File: config.mk
export PLATFORM = sky130hd
export DESIGN_NAME = regfile_wb_scheduler_flat
export DESIGN_NICKNAME = d
export VERILOG_FILES = /design/src/rtl/regfile_wb_scheduler_if.sv /design/src/rtl/regfile_wb_scheduler.sv /design/src/flat_wrapper.sv
export SDC_FILE = /design/constraint.sdc
export NUM_CORES = 1
export LEC_CHECK = 0
export CAP_MARGIN = 10
export CORE_MARGIN = 3
export CORE_UTILIZATION = 45
export CTS_CLUSTER_SIZE = 8
export DETAILED_ROUTE_END_ITERATION = 8
export GPL_ROUTABILITY_DRIVEN = 0
export PLACE_DENSITY = 0.81
export SLEW_MARGIN = 20
export SYNTH_ARGS = -nofsm -noshare
export SYNTH_HDL_FRONTEND = slang
export SYNTH_SLANG_ARGS = --single-unit
export TNS_END_PERCENT = 50
File: constraint.sdc
create_clock -name clk -period 3.8 [get_ports clk]
set_clock_uncertainty 0.15 [all_clocks]
set_input_delay 0.76 -clock clk [delete_from_list [all_inputs] [get_ports clk]]
set_output_delay 0.76 -clock clk [all_outputs]
set_load 0.005 [all_outputs]
File: src/rtl/regfile_wb_scheduler_if.sv
// Bundle of decode issue, ALU/load writeback and register-file write-port signals
// shared by the writeback scheduler and the blocks around it.
interface regfile_wb_scheduler_if #(
  parameter int num_reg    = 32,
  parameter int data_width = 32,
  parameter int idx_width  = $clog2(num_reg)
);
  logic                  issue_valid;
  logic [idx_width-1:0]  issue_rs1;
  logic [idx_width-1:0]  issue_rs2;
  logic [idx_width-1:0]  issue_rd;
  logic                  issue_uses_rs1;
  logic                  issue_uses_rs2;
  logic                  issue_writes_rd;
  logic                  issue_ready;

  logic                  alu_valid;
  logic [idx_width-1:0]  alu_rd;
  logic [data_width-1:0] alu_data;
  logic                  alu_ready;

  logic                  mem_valid;
  logic [idx_width-1:0]  mem_rd;
  logic [data_width-1:0] mem_data;
  logic                  mem_ready;

  logic                  WEn;
  logic [idx_width-1:0]  rd;
  logic [data_width-1:0] rdv;
  logic [num_reg-1:0]    pending;
  logic                  wb_err;

  modport master (
    output issue_valid, issue_rs1, issue_rs2, issue_rd,
           issue_uses_rs1, issue_uses_rs2, issue_writes_rd,
           alu_valid, alu_rd, alu_data, mem_valid, mem_rd, mem_data,
    input  issue_ready, alu_ready, mem_ready, WEn, rd, rdv, pending, wb_err
  );

  modport slave (
    input  issue_valid, issue_rs1, issue_rs2, issue_rd,
           issue_uses_rs1, issue_uses_rs2, issue_writes_rd,
           alu_valid, alu_rd, alu_data, mem_valid, mem_rd, mem_data,
    output issue_ready, alu_ready, mem_ready, WEn, rd, rdv, pending, wb_err
  );
endinterface

File: src/rtl/regfile_wb_scheduler.sv
// Round-robin ALU/load writeback arbiter with a registered register-file write
// stage and a per-register pending scoreboard that stalls decode on RAW/WAW.
module regfile_wb_scheduler #(
  parameter int num_reg    = 32,
  parameter int data_width = 32,
  parameter int idx_width  = $clog2(num_reg)
) (
  input logic                    clk,
  input logic                    rst,
  regfile_wb_scheduler_if.slave  bus
);

  typedef enum logic {PRI_ALU, PRI_MEM} rr_t;

  rr_t                   rr_q, rr_d;
  logic [num_reg-1:0]    pending_q;
  logic [num_reg-1:0]    set_mask;
  logic [num_reg-1:0]    clr_mask;
  logic                  wen_q;
  logic [idx_width-1:0]  rd_q;
  logic [data_width-1:0] rdv_q;
  logic                  err_q;

  logic                  issue_ok;
  logic                  issue_fire;
  logic                  alu_grant;
  logic                  mem_grant;
  logic                  grant;
  logic [idx_width-1:0]  grant_rd;
  logic [data_width-1:0] grant_data;

  // Hazard check sees only registered pending bits; no same-cycle bypass.
  always_comb begin
    issue_ok = !rst;
    if (bus.issue_uses_rs1 && pending_q[bus.issue_rs1]) issue_ok = 1'b0;
    if (bus.issue_uses_rs2 && pending_q[bus.issue_rs2]) issue_ok = 1'b0;
    if (bus.issue_writes_rd && pending_q[bus.issue_rd]) issue_ok = 1'b0;
  end

  assign issue_fire = bus.issue_valid && issue_ok;

  always_comb begin
    alu_grant = 1'b0;
    mem_grant = 1'b0;
    rr_d      = rr_q;
    if (!rst) begin
      if (bus.alu_valid && bus.mem_valid) begin
        if (rr_q == PRI_ALU) begin
          alu_grant = 1'b1;
          rr_d      = PRI_MEM;
        end else begin
          mem_grant = 1'b1;
          rr_d      = PRI_ALU;
        end
      end else begin
        alu_grant = bus.alu_valid;
        mem_grant = bus.mem_valid;
      end
    end
  end

  always_ff @(posedge clk) begin
    if (rst) rr_q <= PRI_ALU;
    else     rr_q <= rr_d;
  end

  assign grant      = alu_grant || mem_grant;
  assign grant_rd   = alu_grant ? bus.alu_rd   : bus.mem_rd;
  assign grant_data = alu_grant ? bus.alu_data : bus.mem_data;

  always_comb begin
    set_mask = '0;
    clr_mask = '0;
    if (issue_fire && bus.issue_writes_rd && (bus.issue_rd != '0))
      set_mask[bus.issue_rd] = 1'b1;
    if (wen_q)
      clr_mask[rd_q] = 1'b1;
  end

  // Clear is applied after set so a same-index collision resolves to clear.
  always_ff @(posedge clk) begin
    if (rst) begin
      pending_q <= '0;
      wen_q     <= 1'b0;
      rd_q      <= '0;
      rdv_q     <= '0;
      err_q     <= 1'b0;
    end else begin
      pending_q <= (pending_q | set_mask) & ~clr_mask;
      wen_q     <= grant && (grant_rd != '0);
      if (grant) begin
        rd_q  <= grant_rd;
        rdv_q <= grant_data;
      end
      if (grant && (grant_rd != '0) && !pending_q[grant_rd])
        err_q <= 1'b1;
    end
  end

  assign bus.issue_ready = issue_ok;
  assign bus.alu_ready   = alu_grant;
  assign bus.mem_ready   = mem_grant;
  assign bus.WEn         = wen_q;
  assign bus.rd          = rd_q;
  assign bus.rdv         = rdv_q;
  assign bus.pending     = pending_q;
  assign bus.wb_err      = err_q;

endmodule

File: src/flat_wrapper.sv
// flat-port wrapper written by rule: the top's interface ports become plain ports
module regfile_wb_scheduler_flat 
#(
  parameter int num_reg    = 32,
  parameter int data_width = 32,
  parameter int idx_width  = $clog2(num_reg)
)
  (clk, rst, bus_issue_valid, bus_issue_rs1, bus_issue_rs2, bus_issue_rd, bus_issue_uses_rs1, bus_issue_uses_rs2, bus_issue_writes_rd, bus_alu_valid, bus_alu_rd, bus_alu_data, bus_mem_valid, bus_mem_rd, bus_mem_data, bus_issue_ready, bus_alu_ready, bus_mem_ready, bus_WEn, bus_rd, bus_rdv, bus_pending, bus_wb_err);
  regfile_wb_scheduler_if #(.num_reg(num_reg), .data_width(data_width), .idx_width(idx_width)) bus_i ();
  input logic clk;
  input logic rst;
  input wire logic [$bits(bus_i.issue_valid)-1:0] bus_issue_valid;
  input wire logic [$bits(bus_i.issue_rs1)-1:0] bus_issue_rs1;
  input wire logic [$bits(bus_i.issue_rs2)-1:0] bus_issue_rs2;
  input wire logic [$bits(bus_i.issue_rd)-1:0] bus_issue_rd;
  input wire logic [$bits(bus_i.issue_uses_rs1)-1:0] bus_issue_uses_rs1;
  input wire logic [$bits(bus_i.issue_uses_rs2)-1:0] bus_issue_uses_rs2;
  input wire logic [$bits(bus_i.issue_writes_rd)-1:0] bus_issue_writes_rd;
  input wire logic [$bits(bus_i.alu_valid)-1:0] bus_alu_valid;
  input wire logic [$bits(bus_i.alu_rd)-1:0] bus_alu_rd;
  input wire logic [$bits(bus_i.alu_data)-1:0] bus_alu_data;
  input wire logic [$bits(bus_i.mem_valid)-1:0] bus_mem_valid;
  input wire logic [$bits(bus_i.mem_rd)-1:0] bus_mem_rd;
  input wire logic [$bits(bus_i.mem_data)-1:0] bus_mem_data;
  output wire logic [$bits(bus_i.issue_ready)-1:0] bus_issue_ready;
  output wire logic [$bits(bus_i.alu_ready)-1:0] bus_alu_ready;
  output wire logic [$bits(bus_i.mem_ready)-1:0] bus_mem_ready;
  output wire logic [$bits(bus_i.WEn)-1:0] bus_WEn;
  output wire logic [$bits(bus_i.rd)-1:0] bus_rd;
  output wire logic [$bits(bus_i.rdv)-1:0] bus_rdv;
  output wire logic [$bits(bus_i.pending)-1:0] bus_pending;
  output wire logic [$bits(bus_i.wb_err)-1:0] bus_wb_err;
  assign bus_i.issue_valid = bus_issue_valid;
  assign bus_i.issue_rs1 = bus_issue_rs1;
  assign bus_i.issue_rs2 = bus_issue_rs2;
  assign bus_i.issue_rd = bus_issue_rd;
  assign bus_i.issue_uses_rs1 = bus_issue_uses_rs1;
  assign bus_i.issue_uses_rs2 = bus_issue_uses_rs2;
  assign bus_i.issue_writes_rd = bus_issue_writes_rd;
  assign bus_i.alu_valid = bus_alu_valid;
  assign bus_i.alu_rd = bus_alu_rd;
  assign bus_i.alu_data = bus_alu_data;
  assign bus_i.mem_valid = bus_mem_valid;
  assign bus_i.mem_rd = bus_mem_rd;
  assign bus_i.mem_data = bus_mem_data;
  assign bus_issue_ready = bus_i.issue_ready;
  assign bus_alu_ready = bus_i.alu_ready;
  assign bus_mem_ready = bus_i.mem_ready;
  assign bus_WEn = bus_i.WEn;
  assign bus_rd = bus_i.rd;
  assign bus_rdv = bus_i.rdv;
  assign bus_pending = bus_i.pending;
  assign bus_wb_err = bus_i.wb_err;
  regfile_wb_scheduler #(.num_reg(num_reg), .data_width(data_width), .idx_width(idx_width)) u_core (.clk(clk), .rst(rst), .bus(bus_i));
endmodule
* After elaboration in Yosys (flattened, before gate mapping) *
Cells that the tools add are included.

storage, ports and cells
  memories = 0
  latch bits = 0
  memory bits (writable) = 0
  word-level logic and storage cells = 57
  input bits = 97
  bits in read-only memories = 0
  register bits = 72
  output and inout port bits = 74

operators by class
  div/mod/pow operators = 0
  multiply operators = 0
  reduce and logical (&&, ||, !) cells = 16
  bitwise operators = 3
  equal/unequal tests = 0
  multiplexer cells = 25
  add/sub/neg operators = 0
  order comparisons = 7
  shift operators = 0

operator list
  operator            number
  $mux 32             3
  $and 32x32->32      1
  $not 32->32         1
  $or 32x32->32       1
  $lt 5x6->1 const B  5
  $bmux 1 s5          4
  $mux 1              15
  $logic_and 1x1->1   11
  $demux 1 s5         2
  $ge 5x1->1 const B  2
  $reduce_bool 5->1   2
  $mux 5              1
  $logic_not 1->1     2
  $logic_or 1x1->1    1

* Longest topological paths before layout *
Gate-level depths: netlist (run 1).

  depth in word-level cells = 12
  depth in mapped cells = 9
  gate-level depth less buffers = 7

* Least setup slack after synthesis (run 1) *
Ideal clock, no wire load.

  path kind = input port to output port
  start = in bus_issue_rs1[0]
  end = out bus_issue_ready
  setup slack = 0.429 ns
  data required time = 2.890 ns
  cell stages on the path = 6
  buffers on the path = 1
  data arrival time = 2.461 ns
  cells stage by stage = buf_6 -> mux4_1 -> mux2_2 -> or3_1 -> a41oi_4 -> and2_2

on the way
  longest elaborated chain between the ends = 6

ends and longest elaborated chain
  item                          RTL line                    text
  start, declared               flat_wrapper.sv:13          input wire logic [$bits(bus_i.issue_rs1)-1:0] bus_issue_rs1;
  $bmux 1 s5                    regfile_wb_scheduler.sv:35  if (bus.issue_uses_rs1 && pending_q[bus.issue_rs1]) issue_ok = 1'b0;
  $mux 1 (implied by the code)  regfile_wb_scheduler.sv:35
  $logic_and 1x1->1             regfile_wb_scheduler.sv:35
  $mux 1                        regfile_wb_scheduler.sv:35
  $mux 1                        regfile_wb_scheduler.sv:36  if (bus.issue_uses_rs2 && pending_q[bus.issue_rs2]) issue_ok = 1'b0;
  $mux 1                        regfile_wb_scheduler.sv:37  if (bus.issue_writes_rd && pending_q[bus.issue_rd]) issue_ok = 1'b0;
  end, declared                 flat_wrapper.sv:25          output wire logic [$bits(bus_i.issue_ready)-1:0] bus_issue_ready;

Every way passes these cells. The select of a mux whose other input is x is not followed.

* Final worst setup path (run 1) *
  start = in bus_issue_rd[0]
  end = out bus_issue_ready

on the way
  longest elaborated chain between the ends = 4

ends and longest elaborated chain
  item                          RTL line                    text
  start, declared               flat_wrapper.sv:15          input wire logic [$bits(bus_i.issue_rd)-1:0] bus_issue_rd;
  $bmux 1 s5                    regfile_wb_scheduler.sv:37
  $mux 1 (implied by the code)  regfile_wb_scheduler.sv:37
  $logic_and 1x1->1             regfile_wb_scheduler.sv:37
  $mux 1                        regfile_wb_scheduler.sv:37

Every way passes these cells. The select of a mux whose other input is x is not followed.

==> results summary, run 1 <==
The post-synthesis adder-cell area fraction came out at 0. The average cell area after synthesis came out at 9.49 um^2. Setup repair after global routing left no endpoint under its margin.

The count of unique library cells instantiated by Yosys is 56. The number of nets in the layout came out at 773. The worst setup path is captured at a primary output.

Measured against its own limit, the worst slew margin works out to 0.527. Sorting the synthesized cells by area gives the leading types as dfxtp_1 32%, mux2i_1 12%, mux4_2 8.4%. The number of enable-type register cells in the synthesized netlist came out at 0. TritonCTS built the clock tree. CTS saw 72 sinks. The power density over cell area is 282 mW/mm^2. The Yosys step of the flow raised 0 warnings. The final critical-path setup slack came out at 0.107 ns. STA classifies the critical path startpoint as a primary input. The number of routed nets with antenna violations came out at 0. The gate count of the mapped netlist came out at 480. In the final routed layout, each cell accounts on average for 20.4 um. The post-detailed-placement half-perimeter wirelength came out at 12,400 um.

The worst-path maximum fanout is 6. The width of the die is 107 um. The number of nets in the synthesized netlist is 577. The final global-route overflow total is 0. The top-level I/O count came out at 171. The data required time of the critical path is 2.89 ns. After synthesis, the largest family of logic cells by area is multiplexers. The synthesized-area fraction occupied by and/or/nand/nor cells came out at 0.150. The final critical-path share of the clock period came out at 0.972.

The portion of total power attributed to sequential cells came out at 0.422. The first global-routing pass estimated 25,800 um of wire. The total power of the final layout is 1.94 mW.

The post-synthesis compound-gate area fraction came to 0.209. The final-layout setup total negative slack came out at 0 ns. The count of cells along the worst hold path is 2. The reported net switching power is 0.518 mW. Of the total power, the clock network draws 0.338.

The share of layout cells above drive strength 1 is 0.169. The die covers 0.0114 mm^2. Clock tree synthesis inserted a total of 9 buffers. The biggest area contributor in the post-synthesis netlist is dfxtp_1. The switching share of total power is 0.267.

The post-synthesis async set-or-reset flop share came out at 0. The number of placement rows is 36. Of the total synthesized cell area, the portion taken by XOR and XNOR cells is 0.00192. In this run the static leakage power is 2.49 nW. The minimum period implied by the final worst setup slack came out at 3.69 ns. The largest vdd supply drop is 0.187 mV.

The total wire length after detailed routing is 16,600 um. At the pin with the least slew margin, the transition time is 0.708 ns. Among all flip-flop cells after synthesis, the most frequent one is dfxtp_1. The antenna diode instance count is 0.

The synthesized cell area came out at 0.00455 mm^2. The maximum clock insertion buffer count came out at 2. After detailed routing, the number of vias per cell comes to 6.16.

In this run the number of H-tree levels came out at 3. The tree is rooted in a clkbuf_8. The setup check on the worst reg-to-reg path leaves a slack of 1.08 ns. The initial antenna violation count was 0. The sequential element share of the synthesized area is 0.317. The flip-flop and latch count after synthesis came out at 72. The via count of the first global-routing pass was 5,000. The post-synthesis mux area share is 0.247. The final max-slew violation count came out at 0. Entering global routing, the biggest net connects 40 pins. The critical path in this run is classified as in2out. The worst path arrival time came out at 2.78 ns. The initial cell density of the core came out at 0.464. The later pin in the worst-skew pair is clocked with a latency of 0.36 ns. The number of failing hold endpoints at the final stage came out at 0. The remaining routing DRC violations came out at 0. The number of setup violations in the final report came out at 0. The post-synthesis to final-layout area growth is 51.0%. The floorplan core area came out at 0.00982 mm^2. The total via count in the routed design came out at 5,006. The pre-CTS setup slack is -0.665 ns.

The combined global-route utilization of all metal layers came out at 0.290. The internal power of the cells is 1.42 mW. The number of max-cap violations is 0. The number of input and output port buffers inserted is 170. The number of cells on the worst reg-to-reg path is 7. The CTS clock-pin slew for the worst setup and hold paths is 0.09 ns. The path class of the lowest-slack min-delay path is reg2reg. The portion of synthesized cell area occupied by the leading cell type is 0.317. The detailed router finished its first iteration with 446 violations. The combinational cell fraction of total power came out at 0.240. Static timing analysis puts the maximum clock frequency at 271 MHz. The flow ran to the end, and the final reports show no timing, DRC or antenna violations. The die outline height is 107 um. The first TritonRoute pass finished after 6 iterations.
[synthesized netlist by cell type, types with 2 or more instances]
cell       instances
a2111oi_0          2
a2111oi_2          3
a211oi_1          38
a21oi_1           20
a41oi_1            2
and2_1             4
and2_2             2
and3_1             2
buf_2              8
clkbuf_1          18
clkbuf_8           7
dfxtp_1           72
inv_1             26
mux2_2             4
mux2i_1           55
mux4_1             5
mux4_2            17
nand2_1           11
nand2b_1           2
nand3_1            5
nand3b_1           9
nand4_1            2
nor2_1            71
nor2b_1            3
nor3_1            10
nor3b_1            2
o211a_1            2
o211ai_1           4
o21a_1             9
o21ai_0           10
o221ai_1          18
o22ai_1            8
o32ai_1            2
or2b_2             2
or3_1              2
or3b_2             3
[through the flow]
stage	util	hold WS [ns]	area [um^2]	instances
6_report	0.700	0.346	6870	813
5_1_grt	0.700	0.371	6870	813
4_1_cts	0.698	0.348	6850	811
3_5_place_dp	0.668	0.331	6560	793
3_3_place_gp	0.668	0.331	6560	793
2_1_floorplan	-	0.327	4550	480
[cell type report]
class,count,area [um^2]
Fill cell,760,2950
Clock inverter,6,85.1
Timing Repair Buffer,221,2130
Tap cell,133,166
Sequential cell,72,1440
Clock buffer,9,124
Inverter,26,97.6
Multi-Input combinational cell,346,2830
[flip-flops by register name (all words and copies together) (netlist names)]
signal              cells
u_core.bus.pending     32
u_core.bus.rdv         32
u_core.bus.rd           5
u_core.bus.WEn          1
u_core.bus.wb_err       1
u_core.rr_q             1
[path summary, 6_finish.rpt]
| check | start | to |
|---|---|---|
| worst max-delay path | bus_issue_rd[0] | bus_issue_ready |
| worst min register to register | u_core.bus.wb_err | u_core.bus.wb_err |
| worst max register to register | u_core.bus.pending[12] | u_core.bus.pending[12] |
| worst min-delay path | u_core.bus.wb_err | u_core.bus.wb_err |
[power groups by stage]
stage / logic [mW] / registers [mW] / clock network (mW)
2_1_floorplan: 0.211 / 0.829 / 0
3_3_place_gp: 0.437 / 0.833 / 0
3_5_place_dp: 0.450 / 0.835 / 0
4_1_cts: 0.462 / 0.817 / 0.659
5_1_grt: 0.499 / 0.822 / 0.695
6_report: 0.466 / 0.818 / 0.654
[cell families (layout without fill, tap and decap cells)]
group / count (synthesis) / in the layout
XOR/XNOR: 1 / 1
flip-flops: 72 / 72
AO/OA/AOI/OAI: 127 / 127
multiplexers: 82 / 82
AND/OR/NAND/NOR: 136 / 136
buffers and inverters: 62 / 262
[per-layer routing]
layer,GRT usage,vias up,wire (um)
met2,0.472,426,7770
met5,0,-,0
li1,-,2218,-
met1,0.335,2285,5740
met3,0.0885,77,2270
met4,0.172,0,838
[critical path: stages]
cell and delay [ns]:
clkdlybuf4s50_1 0.55, buf_4 0.20, mux2i_1 0.30, nor3_1 0.09, nor3_1 0.20, o2111ai_1 0.16, o21ai_0 0.18, and2_4 0.15
clkdlybuf4s15_2 0.19
[cells in the final DEF (no fill, tap or decap), types with 3 or more instances in the layout]
cell type,count
a21oi_1,20
nor3_1,10
clkdlybuf4s50_1,164
o22ai_1,8
inv_1,26
mux2_2,3
or3b_2,3
dfxtp_1,72
nor2b_1,3
o221ai_1,18
mux4_2,20
nand2_1,11
clkbuf_8,9
dlygate4sd2_1,3
o21ai_0,10
buf_6,4
buf_4,44
mux2i_1,54
and2_1,4
nor2_1,70
o21a_1,9
nand3b_1,9
nand3_1,5
a211oi_1,37
o211ai_1,4
buf_12,3
a2111oi_2,3
[timing repair]
action | in CTS | in global routing
buffers inserted | 3 | 2
setup endpoints to repair | 1 | 1
hold buffers | 0 | 0
gates resized for setup | 21 | 3
pin swaps | 5 | 3
No activity file was read; power rests on OpenSTA's default activity.
==> inputs of run 2 (changes only) <==
==> constraint.sdc (replaced) <==
create_clock -name clk -period 3.8 [get_ports clk]
set_clock_uncertainty 0.15 [all_clocks]
set_input_delay 0.57 -clock clk [delete_from_list [all_inputs] [get_ports clk]]
set_output_delay 0.57 -clock clk [all_outputs]
set_load 0.005 [all_outputs]
==> results summary, run 2 (synthesized netlist as in run 1, its figures left out) <==
The run finished with clean final reports. The highest metal layer carrying signal wires in the routed design is met4. For the worst-skew pair, the clock arrives at the later sink with an insertion delay of 0.35 ns. The total via count in the routed design is 4,855.

Clock-pin slew was measured on the worst setup and hold paths at 0.08 ns. The number of buffers added by the clock tree synthesis step is 9. The static leakage is 2.38 nW.

The initial utilization of the core area, before any placement, comes to 0.464. The depth of the CTS H-tree is 3. The endpoint of the worst-slack reg-to-reg timing path is u_core.bus.pending[24].

The final-layout setup total negative slack came out at 0 ns. The initial antenna violation count came to 0. The number of hold buffers added after CTS came out at 0. The worst-path maximum fanout is 6. After detailed routing, the average wire length per cell comes to 20.2 um.

The number of routed nets with antenna violations is 0. The total wire length after detailed routing is 16,000 um. The number of nets in the layout is 751. The setup slack of the worst register-to-register path is 0.94 ns. The total clock sinks came out at 72.

Leaving out fill and tap cells, the most frequent cells in the layout are 168 x clkdlybuf4s50_1, 72 x dfxtp_1, 70 x nor2_1, 55 x mux2i_1, 37 x a211oi_1. The final critical-path share of the clock period is 0.954. The count of cells along the worst hold path came out at 2. The width of the die came out at 107 um.

The most common cell after layout, fill and taps aside is clkdlybuf4s50_1. In the detailed route, the total length drawn on met2 is 7600 um. The clock passes through at most 2 buffers. The worst register-to-register path has a depth of 8.

The final global-route overflow total came out at 0. The via count of the first global-routing pass came to 4,867. The worst path arrival time is 2.91 ns. The pin count of the biggest net entering global routing is 42. The top-level I/O count is 171. The routed length on met1 came out at 5670 um.

TritonCTS built the clock tree. The endpoint of the worst hold path is u_core.bus.rdv[30]. The final max-slew violation count came out at 0.

After floorplanning, the core was divided into 36 placement rows. The number of max-cap violations came out at 0. The combined global-route utilization of all metal layers is 0.277. For this block, the initial DRC count from the detailed router was 484. The smallest clock period supported by the final layout is computed as 3.63 ns.

The power density over cell area is 300 mW/mm^2. Before antenna repair, the detailed router went through 5 iterations. The largest vdd supply drop is 0.184 mV. The number of setup violations in the final report came out at 0. The remaining routing DRC violations is 0. The first global-routing pass estimated 24,900 um of wire. Setup repair after global routing left no endpoint under its margin. The floorplan core area came out at 0.00982 mm^2.

The transition time at the pin with the least slew margin came out at 0.883 ns. The data required time of the critical path came out at 3.08 ns. The worst setup path is captured at a primary output. The number of failing hold endpoints at the final stage was 0. Dividing the detail-routed via count by the number of cells gives 6.13. The tree is rooted in a clkbuf_8. In the final layout, the share of cells above drive strength 1 is 0.132. The post-synthesis to final-layout area growth came out at 46.5%.

The worst pin sits at a relative slew slack of 0.410. The tightest hold path in the finished design has a slack of 0.349 ns. The number of input and output port buffers inserted came out at 170. The critical path is of the in2out type.

The detailed route wirelength on metal3 came out at 2080 um. In this run the critical register-to-register path is launched from u_core.bus.pending[14]. In this run the worst hold path is classified as reg2reg. The die outline height is 107 um. The area enclosed by the die boundary is 0.0114 mm^2. STA classifies the critical path startpoint as a primary input. The antenna diode instance count came out at 0.

Based on the critical path, the design can be clocked at up to 276 MHz. The final design utilization came out at 0.679. The post-detailed-placement half-perimeter wirelength came out at 11,900 um.

In this run the most critical hold path is launched from u_core.bus.rdv[30].
[run 2: what timing repair did]
| item | in CTS | in global routing |
|---|---|---|
| gates resized for setup | 7 | 0 |
| hold endpoints to repair | 0 | 0 |
| endpoints found under the setup margin | 1 | 0 |
| setup buffers | 2 | 0 |
[run 2: layout make-up]
type	instances	area, um^2
repair buffers	199	1930
flip-flops and latches	72	1440
clock inverters	5	104
well taps	133	166
fillers	812	3150
clock buffers	11	141
inverters	26	97.6
multi-input cells	346	2790
[run 2: worst max path at each step]
stage / end / slack (ns) / start / depth (start not counted)
after CTS: bus_issue_ready / 0.18 / bus_issue_rs1[0] / 8
final: bus_issue_ready / 0.17 / bus_issue_rs1[0] / 8
after global routing: bus_issue_ready / 0.11 / bus_issue_rs1[0] / 8
after detailed placement: bus_issue_ready / -0.20 / bus_issue_rs1[0] / 9
after global placement: bus_issue_ready / -0.10 / bus_issue_rs1[0] / 9
after floorplan: bus_issue_ready / 0.81 / bus_issue_rs1[0] / 6
[run 2: worst max-delay path: stages]
cell and delay [ns]:
clkdlybuf4s50_1 0.48, buf_6 0.14, mux4_2 0.50, mux2_2 0.27, or3_4 0.34, a41oi_4 0.22
and2_2 0.16, dlygate4sd2_1 0.22
[run 2: metal layers]
layer / vias up / GRT usage
li1: 2177 / -
met1: 2223 / 0.317
met2: 387 / 0.459
met3: 68 / 0.104
met4: 0 / 0.130
met5: - / 0
[run 2: per-stage QoR]
step / std cells / cell area [um^2] / setup WS (ns) / total power, mW
6_report: 792 / 6670 / 0.174 / 2.00
5_1_grt: 792 / 6670 / 0.106 / 2.09
4_1_cts: 792 / 6670 / 0.183 / 2.01
3_5_place_dp: 774 / 6400 / -0.196 / 1.27
3_3_place_gp: 774 / 6400 / -0.105 / 1.26
2_1_floorplan: 480 / 4550 / 0.809 / 1.04
[run 2: power by group]
group,internal (mW),leakage (nW),switching [mW]
registers,0.790,0.590,0.0288
logic,0.251,1.66,0.190
clock network,0.454,0.124,0.288
==> inputs of run 3 (changes only) <==
--- a/config.mk
+++ b/config.mk
@@ -6,12 +6,14 @@
 export NUM_CORES = 1
 export LEC_CHECK = 0
 export CAP_MARGIN = 10
+export CORE_ASPECT_RATIO = 1.75
 export CORE_MARGIN = 3
-export CORE_UTILIZATION = 45
+export CORE_UTILIZATION = 46
+export CTS_BUF_LIST = sky130_fd_sc_hd__clkbuf_2 sky130_fd_sc_hd__clkbuf_4 sky130_fd_sc_hd__clkbuf_8
 export CTS_CLUSTER_SIZE = 8
 export DETAILED_ROUTE_END_ITERATION = 8
 export GPL_ROUTABILITY_DRIVEN = 0
-export PLACE_DENSITY = 0.81
+export PLACE_DENSITY = 0.83
 export SLEW_MARGIN = 20
 export SYNTH_ARGS = -nofsm -noshare
 export SYNTH_HDL_FRONTEND = slang
==> results summary, run 3 (synthesized netlist as in run 1, its figures left out) <==
The final max-slew violation count is 0. The worst-path maximum fanout came out at 8. The initial detailed-routing violation count is 492. The area enclosed by the die boundary is 0.0112 mm^2.

The met1 track demand over resource in global routing came out at 0.290. The final design utilization came out at 0.697. The number of placement rows is 47. The antenna diode instance count is 0. Summed over all failing endpoints, the final setup total negative slack is 0 ns. The via count of the first global-routing pass is 4,823. TritonCTS built the clock tree. The normalized max-slew margin came out at 0.616.

The count of nets left with antenna violations once routing finished came out at 0. Setup repair after global routing left no endpoint under its margin. For this run the aggregate overflow at the end of global routing stands at 0. The path with the worst hold slack has its endpoint at u_core.bus.rdv[29]. The minimum period implied by the final worst setup slack came out at 3.41 ns. In the layout the commonest cells are 163 x clkdlybuf4s50_1, 72 x dfxtp_1, 70 x nor2_1, 54 x mux2i_1, 37 x a211oi_1.

In this run the most critical hold path is launched from u_core.bus.rdv[29]. Across every metal layer, demand over resource in global routing totals 0.297. The remaining routing DRC violations came out at 0.

The total power of the final layout came out at 1.94 mW. Walking the worst path, the cells encountered are clkdlybuf4s50_1 -> buf_6 -> mux4_2 -> mux2i_1 -> o221ai_1 -> a2bb2oi_1 -> a41oi_4 -> and2_2 -> dlymetal6s2s_1. VDD sags by at most 0.212 mV.

For this configuration, the core starts out at a cell density of 0.475. On the worst path, the slowest cell contributes a delay of 0.52 ns. The initial antenna violation count was 0. The number of failing hold endpoints at the final stage came out at 0.

The kind of end point of the critical path is a primary output. The worst register-to-register path ends at u_core.bus.pending[12]. The length of the first detailed-routing pass in iterations came out at 5. For the worst setup path, the data arrival time is 2.69 ns. After floorplanning, the core was sized to cover 0.00959 mm^2. The analysis attributes to cell leakage a power of 2.44 nW. The post-synthesis to final-layout area growth came out at 46.7%. The HPWL after detailed placement is 12,400 um. Leaving out fill and tap cells, the most frequent cell in the layout is clkdlybuf4s50_1. The run finished with clean final reports. The power density over cell area is 291 mW/mm^2. The count of cells along the worst hold path came out at 2.

The met3 track utilization from global routing came out at 0.0884. The number of nets in the layout is 753. The worst register-to-register path has a setup slack of 0.96 ns. For this run, the top clock speed supported by timing is 293 MHz. The tightest min-delay check is of the reg2reg type. The depth of the CTS H-tree came out at 3. The total via count in the routed design is 4,941.

After global routing, the most crowded layer is met2. After detailed routing, the number of vias per cell comes to 6.31. The top-level I/O count came out at 171. The later-pin clock latency in the skew report came out at 0.35 ns. The CTS clock-pin slew for the worst setup and hold paths is 0.07 ns. Across the run, the number of max-cap violations was 0. The number of hold buffers added after CTS came out at 0. The pin count of the biggest net entering global routing came out at 65. The type of element launching the critical path is a primary input. The average routed wire per standard cell came out at 21.3 um. In this run the horizontal extent of the chip is 81.2 um. The transition time at the pin with the least slew margin came out at 0.571 ns. The number of buffers added by the clock tree synthesis step is 9. Setup violations remaining at the end of the flow were counted as 0. Wires add up to 16,700 um. The number of input and output port buffers inserted came out at 170. The cell type of the slowest stage on the worst timing path is mux4_2. The final critical-path share of the clock period is 0.897. The maximum clock insertion buffer count is 2. The total clock sinks came out at 72. The die outline height came out at 138 um. The number of cells on the worst reg-to-reg path is 8. The first global-routing pass estimated 24,800 um of wire. In the global route stage, met2 resource usage came out at 0.513. The data required time of the critical path is 3.08 ns.

The count of fill cells added during filler insertion is 776. The start of the worst register-to-register path is u_core.bus.pending[0]. The root buffer cell chosen for the clock tree is clkbuf_8. In the final layout, the share of cells above drive strength 1 is 0.135.

The worst setup path is of the in2out kind.
-- run 3: power by group --
| group | leakage (nW) | total, mW | internal (mW) | switching (mW) |
|---|---|---|---|---|
| logic | 1.74 | 0.446 | 0.251 | 0.195 |
| registers | 0.590 | 0.818 | 0.790 | 0.0281 |
| clock network | 0.112 | 0.678 | 0.384 | 0.294 |
-- run 3: final cells by class --
class	count	area, um^2	area share
clock inverter	6	82.6	0.0124
tap	122	153	0.0228
clock buffer	10	138	0.0206
multi-input combinational	346	2800	0.419
timing repair buffer	201	1970	0.295
inverter	26	97.6	0.0146
sequential	72	1440	0.216
-- run 3: how the worst max path moves through the flow --
stage,start,end,slack (ns),depth (start not counted)
3_5_place_dp,bus_issue_rs1[0],bus_issue_ready,-0.30,8
5_1_grt,bus_issue_rs2[0],bus_issue_ready,0.31,9
4_1_cts,bus_issue_rs2[0],bus_issue_ready,0.03,9
3_3_place_gp,bus_issue_rs1[0],bus_issue_ready,-0.18,8
2_1_floorplan,bus_issue_rs1[0],bus_issue_ready,0.81,6
6_report,bus_issue_rs2[0],bus_issue_ready,0.39,9
-- run 3: critical path, delay by kind of cell --
kind	cells	cell delay, ns
buffers and inverters	3	0.75
and+or+nand+nor	1	0.18
muxes	2	0.69
AOI/OAI and AO/OA	3	0.50
-- run 3: timing repair --
item | 4_1_cts | 5_1_grt
pin swaps | 0 | 3
buffers inserted | 0 | 1
setup endpoints to repair | 1 | 1
gates resized for setup | 4 | 10
hold endpoints to repair | 0 | 0
cloned | 0 | 1
-- run 3: stage by stage --
stage               area (um^2)  hold slack (ns)  cells  setup WS, ns
finish                     6680            0.349    783         0.390
global route               6680            0.369    783         0.310
CTS                        6630            0.350    781        0.0259
detailed placement         6410            0.340    765        -0.298
global placement           6410            0.336    765        -0.177
floorplan                  4550            0.327    480         0.809
-- run 3: metal layers --
metal  wire (um)  share of wire  up-vias
met2        8710           0.52      407
met4        1160          0.070        0
li1            -              -     2177
met3        1610          0.096      110
met5           0              0        -
met1        5180           0.31     2247
